`config.mk`:
```
export PLATFORM = sky130hd
export DESIGN_NAME = psram_arb_flat
export DESIGN_NICKNAME = d
export VERILOG_FILES = /design/src/rtl/psram_arb_if.sv /design/src/rtl/psram_arb.sv /design/src/flat_wrapper.sv
export SDC_FILE = /design/constraint.sdc
export NUM_CORES = 1
export LEC_CHECK = 0
export BUFFER_PORTS_ARGS = -buffer_cell sky130_fd_sc_hd__buf_4
export CAP_MARGIN = 20
export CORE_MARGIN = 4
export CORE_UTILIZATION = 40
export CTS_BUF_LIST = sky130_fd_sc_hd__clkbuf_4 sky130_fd_sc_hd__clkbuf_8
export DETAILED_ROUTE_END_ITERATION = 8
export PLACE_DENSITY = 0.66
export REMOVE_ABC_BUFFERS = 1
export SETUP_SLACK_MARGIN = 0.2
export SLEW_MARGIN = 20
export SYNTH_ARGS = -nofsm -noshare
export SYNTH_HDL_FRONTEND = slang
export SYNTH_SLANG_ARGS = --single-unit
```
`constraint.sdc`:
```
create_clock -name clk -period 2.13 [get_ports clk]
set_input_delay 0.426 -clock clk [delete_from_list [all_inputs] [get_ports clk]]
set_output_delay 0.426 -clock clk [all_outputs]
set_load 0.02 [all_outputs]
```
`src/rtl/psram_arb_if.sv`:
```
// Signal bundle between the CPU/MCU requesters, the PSRAM arbiter and the pin adapter.
// slave is the arbiter's view; master is the surrounding system (requesters plus chip side).
interface psram_arb_if;
  logic        cpu_ce;
  logic        cpu_we;
  logic [23:0] cpu_addr;
  logic [7:0]  cpu_wdata;
  logic [7:0]  cpu_rdata;
  logic        cpu_done;

  logic        mcu_req;
  logic        mcu_we;
  logic [23:0] mcu_addr;
  logic [7:0]  mcu_wdata;
  logic        mcu_ack;
  logic [7:0]  mcu_rdata;

  logic [23:0] mem_addr;
  logic [7:0]  mem_dati;
  logic [7:0]  mem_dato;
  logic        mem_ce;
  logic        mem_oe;
  logic        mem_we;
  logic        busy;

  modport slave (
    input  cpu_ce, cpu_we, cpu_addr, cpu_wdata,
    input  mcu_req, mcu_we, mcu_addr, mcu_wdata,
    input  mem_dato,
    output cpu_rdata, cpu_done, mcu_ack, mcu_rdata,
    output mem_addr, mem_dati, mem_ce, mem_oe, mem_we, busy
  );

  modport master (
    output cpu_ce, cpu_we, cpu_addr, cpu_wdata,
    output mcu_req, mcu_we, mcu_addr, mcu_wdata,
    output mem_dato,
    input  cpu_rdata, cpu_done, mcu_ack, mcu_rdata,
    input  mem_addr, mem_dati, mem_ce, mem_oe, mem_we, busy
  );
endinterface

```
`src/rtl/psram_arb.sv`:
```
// Shares one byte-wide PSRAM between the strobed CPU port (fixed priority) and the
// req/ack MCU port, enforcing CE pulse width and CE-inactive recovery between accesses.
module psram_arb #(
  parameter int unsigned ACC_CYC = 4,
  parameter int unsigned REC_CYC = 1
) (
  input  logic       clk,
  input  logic       rst_n,
  psram_arb_if.slave bus
);

  typedef enum logic [1:0] {IDLE, CPU_ACC, MCU_ACC, RECOVER} state_t;

  localparam logic [3:0] ACC_LAST = 4'(ACC_CYC - 1);
  localparam logic [3:0] REC_LAST = 4'(REC_CYC - 1);

  state_t      state_reg;
  logic [2:0]  ce_sync_reg;
  logic        cpu_pend_reg;
  logic [3:0]  cnt_reg;
  logic [23:0] mem_addr_reg;
  logic [7:0]  mem_dati_reg;
  logic        mem_ce_reg;
  logic        mem_oe_reg;
  logic        mem_we_reg;
  logic [7:0]  cpu_rdata_reg;
  logic [7:0]  mcu_rdata_reg;
  logic        cpu_done_reg;
  logic        mcu_ack_reg;

  logic        cpu_edge;
  logic        cpu_req;

  // Bits [1:0] resynchronise cpu_ce; bit 2 is the previous synchronised level.
  assign cpu_edge = ce_sync_reg[1] & ~ce_sync_reg[2];
  // A fresh edge can be granted in the same cycle it is detected, saving a clock.
  assign cpu_req  = cpu_pend_reg | cpu_edge;

  always_ff @(posedge clk or negedge rst_n) begin
    if (!rst_n) begin
      ce_sync_reg <= 3'b000;
    end else begin
      ce_sync_reg <= {ce_sync_reg[1:0], bus.cpu_ce};
    end
  end

  always_ff @(posedge clk or negedge rst_n) begin
    if (!rst_n) begin
      state_reg     <= IDLE;
      cpu_pend_reg  <= 1'b0;
      cnt_reg       <= 4'd0;
      mem_addr_reg  <= 24'd0;
      mem_dati_reg  <= 8'd0;
      mem_ce_reg    <= 1'b0;
      mem_oe_reg    <= 1'b0;
      mem_we_reg    <= 1'b0;
      cpu_rdata_reg <= 8'd0;
      mcu_rdata_reg <= 8'd0;
      cpu_done_reg  <= 1'b0;
      mcu_ack_reg   <= 1'b0;
    end else begin
      cpu_done_reg <= 1'b0;
      mcu_ack_reg  <= 1'b0;
      if (cpu_edge) begin
        cpu_pend_reg <= 1'b1;
      end

      case (state_reg)
        IDLE: begin
          if (cpu_req) begin
            state_reg    <= CPU_ACC;
            cpu_pend_reg <= 1'b0;
            mem_addr_reg <= bus.cpu_addr;
            mem_dati_reg <= bus.cpu_wdata;
            mem_we_reg   <= bus.cpu_we;
            mem_oe_reg   <= ~bus.cpu_we;
            mem_ce_reg   <= 1'b1;
            cnt_reg      <= ACC_LAST;
          end else if (bus.mcu_req) begin
            state_reg    <= MCU_ACC;
            mem_addr_reg <= bus.mcu_addr;
            mem_dati_reg <= bus.mcu_wdata;
            mem_we_reg   <= bus.mcu_we;
            mem_oe_reg   <= ~bus.mcu_we;
            mem_ce_reg   <= 1'b1;
            cnt_reg      <= ACC_LAST;
          end
        end

        CPU_ACC, MCU_ACC: begin
          if (cnt_reg == 4'd0) begin
            // Last strobe cycle: sample read data, release the chip, flag completion.
            state_reg  <= RECOVER;
            cnt_reg    <= REC_LAST;
            mem_ce_reg <= 1'b0;
            mem_oe_reg <= 1'b0;
            mem_we_reg <= 1'b0;
            if (state_reg == CPU_ACC) begin
              cpu_done_reg <= 1'b1;
              if (mem_oe_reg) begin
                cpu_rdata_reg <= bus.mem_dato;
              end
            end else begin
              mcu_ack_reg <= 1'b1;
              if (mem_oe_reg) begin
                mcu_rdata_reg <= bus.mem_dato;
              end
            end
          end else begin
            cnt_reg <= cnt_reg - 4'd1;
          end
        end

        RECOVER: begin
          if (cnt_reg == 4'd0) begin
            state_reg <= IDLE;
          end else begin
            cnt_reg <= cnt_reg - 4'd1;
          end
        end

        default: begin
          state_reg <= IDLE;
        end
      endcase
    end
  end

  assign bus.mem_addr  = mem_addr_reg;
  assign bus.mem_dati  = mem_dati_reg;
  assign bus.mem_ce    = mem_ce_reg;
  assign bus.mem_oe    = mem_oe_reg;
  assign bus.mem_we    = mem_we_reg;
  assign bus.cpu_rdata = cpu_rdata_reg;
  assign bus.cpu_done  = cpu_done_reg;
  assign bus.mcu_rdata = mcu_rdata_reg;
  assign bus.mcu_ack   = mcu_ack_reg;
  assign bus.busy      = (state_reg != IDLE);

endmodule
```
`src/flat_wrapper.sv`:
```
// flat-port wrapper written by rule: the top's interface ports become plain ports
module psram_arb_flat 
#(
  parameter int unsigned ACC_CYC = 4,
  parameter int unsigned REC_CYC = 1
)
  (clk, rst_n, bus_cpu_ce, bus_cpu_we, bus_cpu_addr, bus_cpu_wdata, bus_mcu_req, bus_mcu_we, bus_mcu_addr, bus_mcu_wdata, bus_mem_dato, bus_cpu_rdata, bus_cpu_done, bus_mcu_ack, bus_mcu_rdata, bus_mem_addr, bus_mem_dati, bus_mem_ce, bus_mem_oe, bus_mem_we, bus_busy);
  psram_arb_if bus_i ();
  input  logic clk;
  input  logic rst_n;
  input wire logic [$bits(bus_i.cpu_ce)-1:0] bus_cpu_ce;
  input wire logic [$bits(bus_i.cpu_we)-1:0] bus_cpu_we;
  input wire logic [$bits(bus_i.cpu_addr)-1:0] bus_cpu_addr;
  input wire logic [$bits(bus_i.cpu_wdata)-1:0] bus_cpu_wdata;
  input wire logic [$bits(bus_i.mcu_req)-1:0] bus_mcu_req;
  input wire logic [$bits(bus_i.mcu_we)-1:0] bus_mcu_we;
  input wire logic [$bits(bus_i.mcu_addr)-1:0] bus_mcu_addr;
  input wire logic [$bits(bus_i.mcu_wdata)-1:0] bus_mcu_wdata;
  input wire logic [$bits(bus_i.mem_dato)-1:0] bus_mem_dato;
  output wire logic [$bits(bus_i.cpu_rdata)-1:0] bus_cpu_rdata;
  output wire logic [$bits(bus_i.cpu_done)-1:0] bus_cpu_done;
  output wire logic [$bits(bus_i.mcu_ack)-1:0] bus_mcu_ack;
  output wire logic [$bits(bus_i.mcu_rdata)-1:0] bus_mcu_rdata;
  output wire logic [$bits(bus_i.mem_addr)-1:0] bus_mem_addr;
  output wire logic [$bits(bus_i.mem_dati)-1:0] bus_mem_dati;
  output wire logic [$bits(bus_i.mem_ce)-1:0] bus_mem_ce;
  output wire logic [$bits(bus_i.mem_oe)-1:0] bus_mem_oe;
  output wire logic [$bits(bus_i.mem_we)-1:0] bus_mem_we;
  output wire logic [$bits(bus_i.busy)-1:0] bus_busy;
  assign bus_i.cpu_ce = bus_cpu_ce;
  assign bus_i.cpu_we = bus_cpu_we;
  assign bus_i.cpu_addr = bus_cpu_addr;
  assign bus_i.cpu_wdata = bus_cpu_wdata;
  assign bus_i.mcu_req = bus_mcu_req;
  assign bus_i.mcu_we = bus_mcu_we;
  assign bus_i.mcu_addr = bus_mcu_addr;
  assign bus_i.mcu_wdata = bus_mcu_wdata;
  assign bus_i.mem_dato = bus_mem_dato;
  assign bus_cpu_rdata = bus_i.cpu_rdata;
  assign bus_cpu_done = bus_i.cpu_done;
  assign bus_mcu_ack = bus_i.mcu_ack;
  assign bus_mcu_rdata = bus_i.mcu_rdata;
  assign bus_mem_addr = bus_i.mem_addr;
  assign bus_mem_dati = bus_i.mem_dati;
  assign bus_mem_ce = bus_i.mem_ce;
  assign bus_mem_oe = bus_i.mem_oe;
  assign bus_mem_we = bus_i.mem_we;
  assign bus_busy = bus_i.busy;
  psram_arb #(.ACC_CYC(ACC_CYC), .REC_CYC(REC_CYC)) u_core (.clk(clk), .rst_n(rst_n), .bus(bus_i));
endmodule
```
# Word-level counts from Yosys, hierarchy flattened
# Index checks and enable logic that the tools add are counted.
# op_classes
eq_ne,7
muxes,33
bitwise,6
n_shift,0
addsub,1
reduce_logical,12
order_cmp,0
n_div,0
mul,0
# op_table
op,count
2-to-1 mux 24 bit,2
2-to-1 mux 1 bit,16
2-to-1 mux 4 bit,4
2-to-1 mux 8 bit,2
case mux 4 bit (3 select lines),1
2-to-1 mux 2 bit,4
AND reduction 4 bit,2
case mux 1 bit (2 select lines),3
case mux 2 bit (3 select lines),1
AND reduction 3 bit,2
nonzero test 2 bit,3
equality test 2 bit (second input constant),2
zero test 4 bit,1
inequality test 2 x 1 -> 1 bit (second input constant),2
NOT 1 bit,4
AND reduction 2 bit,2
subtractor 4 x 1 -> 4 bit (second input constant),1
inequality test 3 x 2 -> 1 bit (second input constant),1
equality test 2 x 1 -> 1 bit (second input constant),1
zero test 2 bit,1
inequality test 2 bit (second input constant),1
OR reduction 2 bit,1
AND 1 bit,1
OR 1 bit,1
# word_totals
rom_bits,0
register_bits,63
in_bits,78
latchBits,0
wordCells,72
mem_bits_rw,0
out_inout_bits,54
memories,0

# Logic depth before layout (Yosys ltp)
# depth
word_depth,5
mapped_depth,7
mapped_depth_nobuf,6

# Worst setup path after synthesis
# No wires, ideal clock.
# synth_path
path_kind,reg2reg
startpoint,reg u_core.state_reg[0]
endpoint,reg u_core.state_reg[0]
slack_ns,0.389
setup_ns,0.128
required_ns,2.002
arrival_ns,1.613
n_path_buf,1
synth_period_minus_slack_ns,1.741
path_stages_with_launch,8
path_cell_list,dfrtp_1 -> inv_1 -> ha_1 -> buf_2 -> nor2_1 -> nor2_1 -> nor2_2 -> mux2_1
# synth_between
elab_chain_cells,4
elab_cells_between_ends,10
cone_classes,eq/ne (6); mux (1); reduce/logical (3)
# synth_lines
item,line,source
start: declaration,psram_arb.sv:17,state_t state_reg;
start signal: assignment,psram_arb.sv:49,state_reg <= IDLE;
start signal: assignment,psram_arb.sv:71,state_reg <= CPU_ACC;
start signal: assignment,psram_arb.sv:80,state_reg <= MCU_ACC;
equality test 2 bit or equality test 2 x 1 -> 1 bit (tied branches),psram_arb.sv:68,case (state_reg)
OR reduction 2 bit,psram_arb.sv:68,
inequality test 2 x 1 -> 1 bit (no line),n/a,
AND reduction 3 bit (no line),n/a,
# Several ways; a longest one is shown, not always the timed one.
# A chain may end at the register's enable or synchronous reset.

# Worst setup path after layout
# layout_path
startpoint,reg u_core.state_reg[0]
endpoint,out bus_busy
# layout_between
elab_chain_cells,1
# layout_lines
item,line,source
nonzero test 2 bit,psram_arb.sv:138,assign bus.busy = (state_reg != IDLE);
end: declaration,flat_wrapper.sv:29,output wire logic [$bits(bus_i.busy)-1:0] bus_busy;
# No other way between the ends.

==> flow_summary.ini <==
[yosys]
yosysSeqAreaShare = 0.543
ys_ff_latch = 63
syn-instance-count = 251
syn_area_sq_um = 2900
yosys.area.top_type = dfrtp_1
yosysWarnings = 0
synth.distinct_cells = 33
syn_area_per_cell_sq_um = 11.6
synth_top_area_frac = 0.543
synth.area.top_cells = dfrtp_1 54%, mux2i_1 12%, mux2_2 6.2%

[clock_tree]
clock_sinks = 63
cts_max_level = 3
hold_buffers = 0
cts_root_buffer = clkbuf_8
cts_tree = done
clock_latency_ns = 0.33
numCtsBuffers = 9
max-clock-path-buffers = 2
path_clk_slew_ns = 0.07

[outcome]
outcome = finished, final reports clean

[routing]
vias_per_cell = 4.66
routed_wl_microns = 7020
drc = 0
drtIter0Drc = 54
drtAntennaViolNets = 0
first_pass_iters = 4
wl_per_cell_microns = 14.4
via_count = 2276

[layout]
drive_gt1_frac = 0.459
largest_reg_flops = 24
final_common_cell = buf_4
n_antenna_cell = 0
final_cell_mix = 137 x buf_4, 63 x dfrtp_1, 36 x mux2i_1, 35 x nand2_1, 27 x o21ai_0
nFillCells = 643
nets = 473
syn_to_final_growth_pct = 44.9
postLayoutCoreUtil = 0.609

[sta]
finalMaxSlewViolations = 0
setup_ws_ns = 0.337
fin_crit_ns = 1.79
clock_skew_ns = 0.00847
setup_violations = 0
fmax_mhz = 558
grt_setup_unrepaired = false
fin_hold_ws_ns = 0.165
finalCritPeriodShare = 0.842
max_slew_margin = 0.477
hold_violations = 0
worstMarginPinSlew_ns = 0.784

[worst_setup_path]
reg2reg_to = u_core.state_reg[0]
r2r_cells = 6
worstPathRequired_ns = 1.70
worstPathArrival_ns = 1.37
regToRegSetupSlack_ns = 0.34
crit_start = u_core.state_reg[0]
crit_path_end = bus_busy
criticalPathCategory = flip-flop to output port
crit_fanout = 5
rr_startpoint = u_core.state_reg[0]
cp-end-kind = output port
start_kind = flip-flop

[floorplan]
die_w_microns = 93.2
dieHeight_microns = 93.2
io_pins = 132
core_sq_um = 6910
die-area_sq_um = 8690
initial_utilization = 0.420
rows = 30

[placement]
port_buffers = 131
dp_hpwl_microns = 5450
dp_slack_ns = 0.121
gp_congestion = 0.782

[grt]
grt_usage = 0.171
antenna_found_initial = 0
grt_pass1_wl_microns = 11500
grt_max_degree = 64
gr-total-overflow = 0
grt_pass1_vias = 2389

[pwr]
vdd_drop_max_mv = 0.600
powerDensity_nw_per_um2 = 1540
p_leak_nw = 2.12
p_total_mw = 6.47

[flow_run]
maxCapViolCount = 0

[min_path]
hold_class = input pin to asynchronous set/reset pin
-- per-stage QoR --
step	setup TNS (ns)	area, sq um	cells
2_1_floorplan	-34.12	2820	238
3_3_place_gp	0	3990	470
3_5_place_dp	0	3990	470
4_1_cts	0	4190	486
5_1_grt	0	4210	488
6_report	0	4210	488
-- timing repair --
item,in CTS,in global routing
resized for setup,2,0
pin swaps,0,0
setup endpoints to repair,18,16
setup buffers,0,2
-- critical path, stage by stage (launching register included) --
cell     delay (ns)
dfrtp_1        0.42
inv_1          0.11
ha_1           0.23
inv_1          0.12
buf_4          0.16
-- power breakdown --
group          internal [mW]  leakage, nW  switching (mW)
registers               1.75        0.770           0.325
logic                   1.54         1.24            1.85
clock network          0.542        0.103           0.468
total                   3.83         2.12            2.64
-- layout make-up --
type                       count  area [sq um]  share of cell area
tap                           96           120              0.0286
inverter                       5          18.8             0.00446
timing repair buffer         138          1050               0.249
multi-input combinational    170          1250               0.297
clock buffer                   9           124              0.0294
sequential                    63          1580               0.375
clock inverter                 7          71.3              0.0170
-- layer usage --
| layer | track usage | up-vias | routed length (microns) |
|---|---|---|---|
| li1 | - | 1147 | - |
| met1 | 0.211 | 1019 | 2950 |
| met2 | 0.272 | 103 | 3230 |
| met3 | 0.0644 | 7 | 731 |
| met4 | 0.0659 | 0 | 99 |
| met5 | 0 | - | 0 |
-- synth_stat cells (all sizes together) --
master and instances:
a211oi 1, a21bo 1, a21oi 5, and3 1, buf 11, clkbuf 2, dfrtp 63, ha 8
inv 5, mux2 17, mux2i 36, nand2 35, nand2b 2, nand3 2, nor2 8, nor2b 2
nor3 4, nor3b 1, o21ai 40, o22ai 1, o311ai 1, o31ai 1, o32a 1, or2 1
or3b 1, or4 1
-- how the worst min path moves through the flow --
| stage | from | endpoint | cells after the start |
|---|---|---|---|
| global placement | u_core.ce_sync_reg[0] | u_core.ce_sync_reg[1] | 0 |
| finish | rst_n | u_core.bus.mem_ce | 1 |
| global route | bus_cpu_ce | u_core.ce_sync_reg[0] | 1 |
| detailed placement | u_core.ce_sync_reg[0] | u_core.ce_sync_reg[1] | 0 |
| CTS | bus_cpu_ce | u_core.ce_sync_reg[0] | 1 |
| floorplan | rst_n | u_core.bus.cpu_done | 0 |
-- logic make-up (layout without fill, tap and decap cells) --
| logic type | count (synthesis) | count (layout) | synth area share |
|---|---|---|---|
| adder cells (fa/ha/maj) | 8 | 8 | 0.0345 |
| multiplexers | 53 | 53 | 0.190 |
| AO/OA/AOI/OAI | 51 | 51 | 0.0948 |
| AND/OR/NAND/NOR | 58 | 58 | 0.103 |
| buffers and inverters | 18 | 159 | 0.0345 |
| flip-flops | 63 | 63 | 0.543 |
Power figures use the tool's default switching activity.
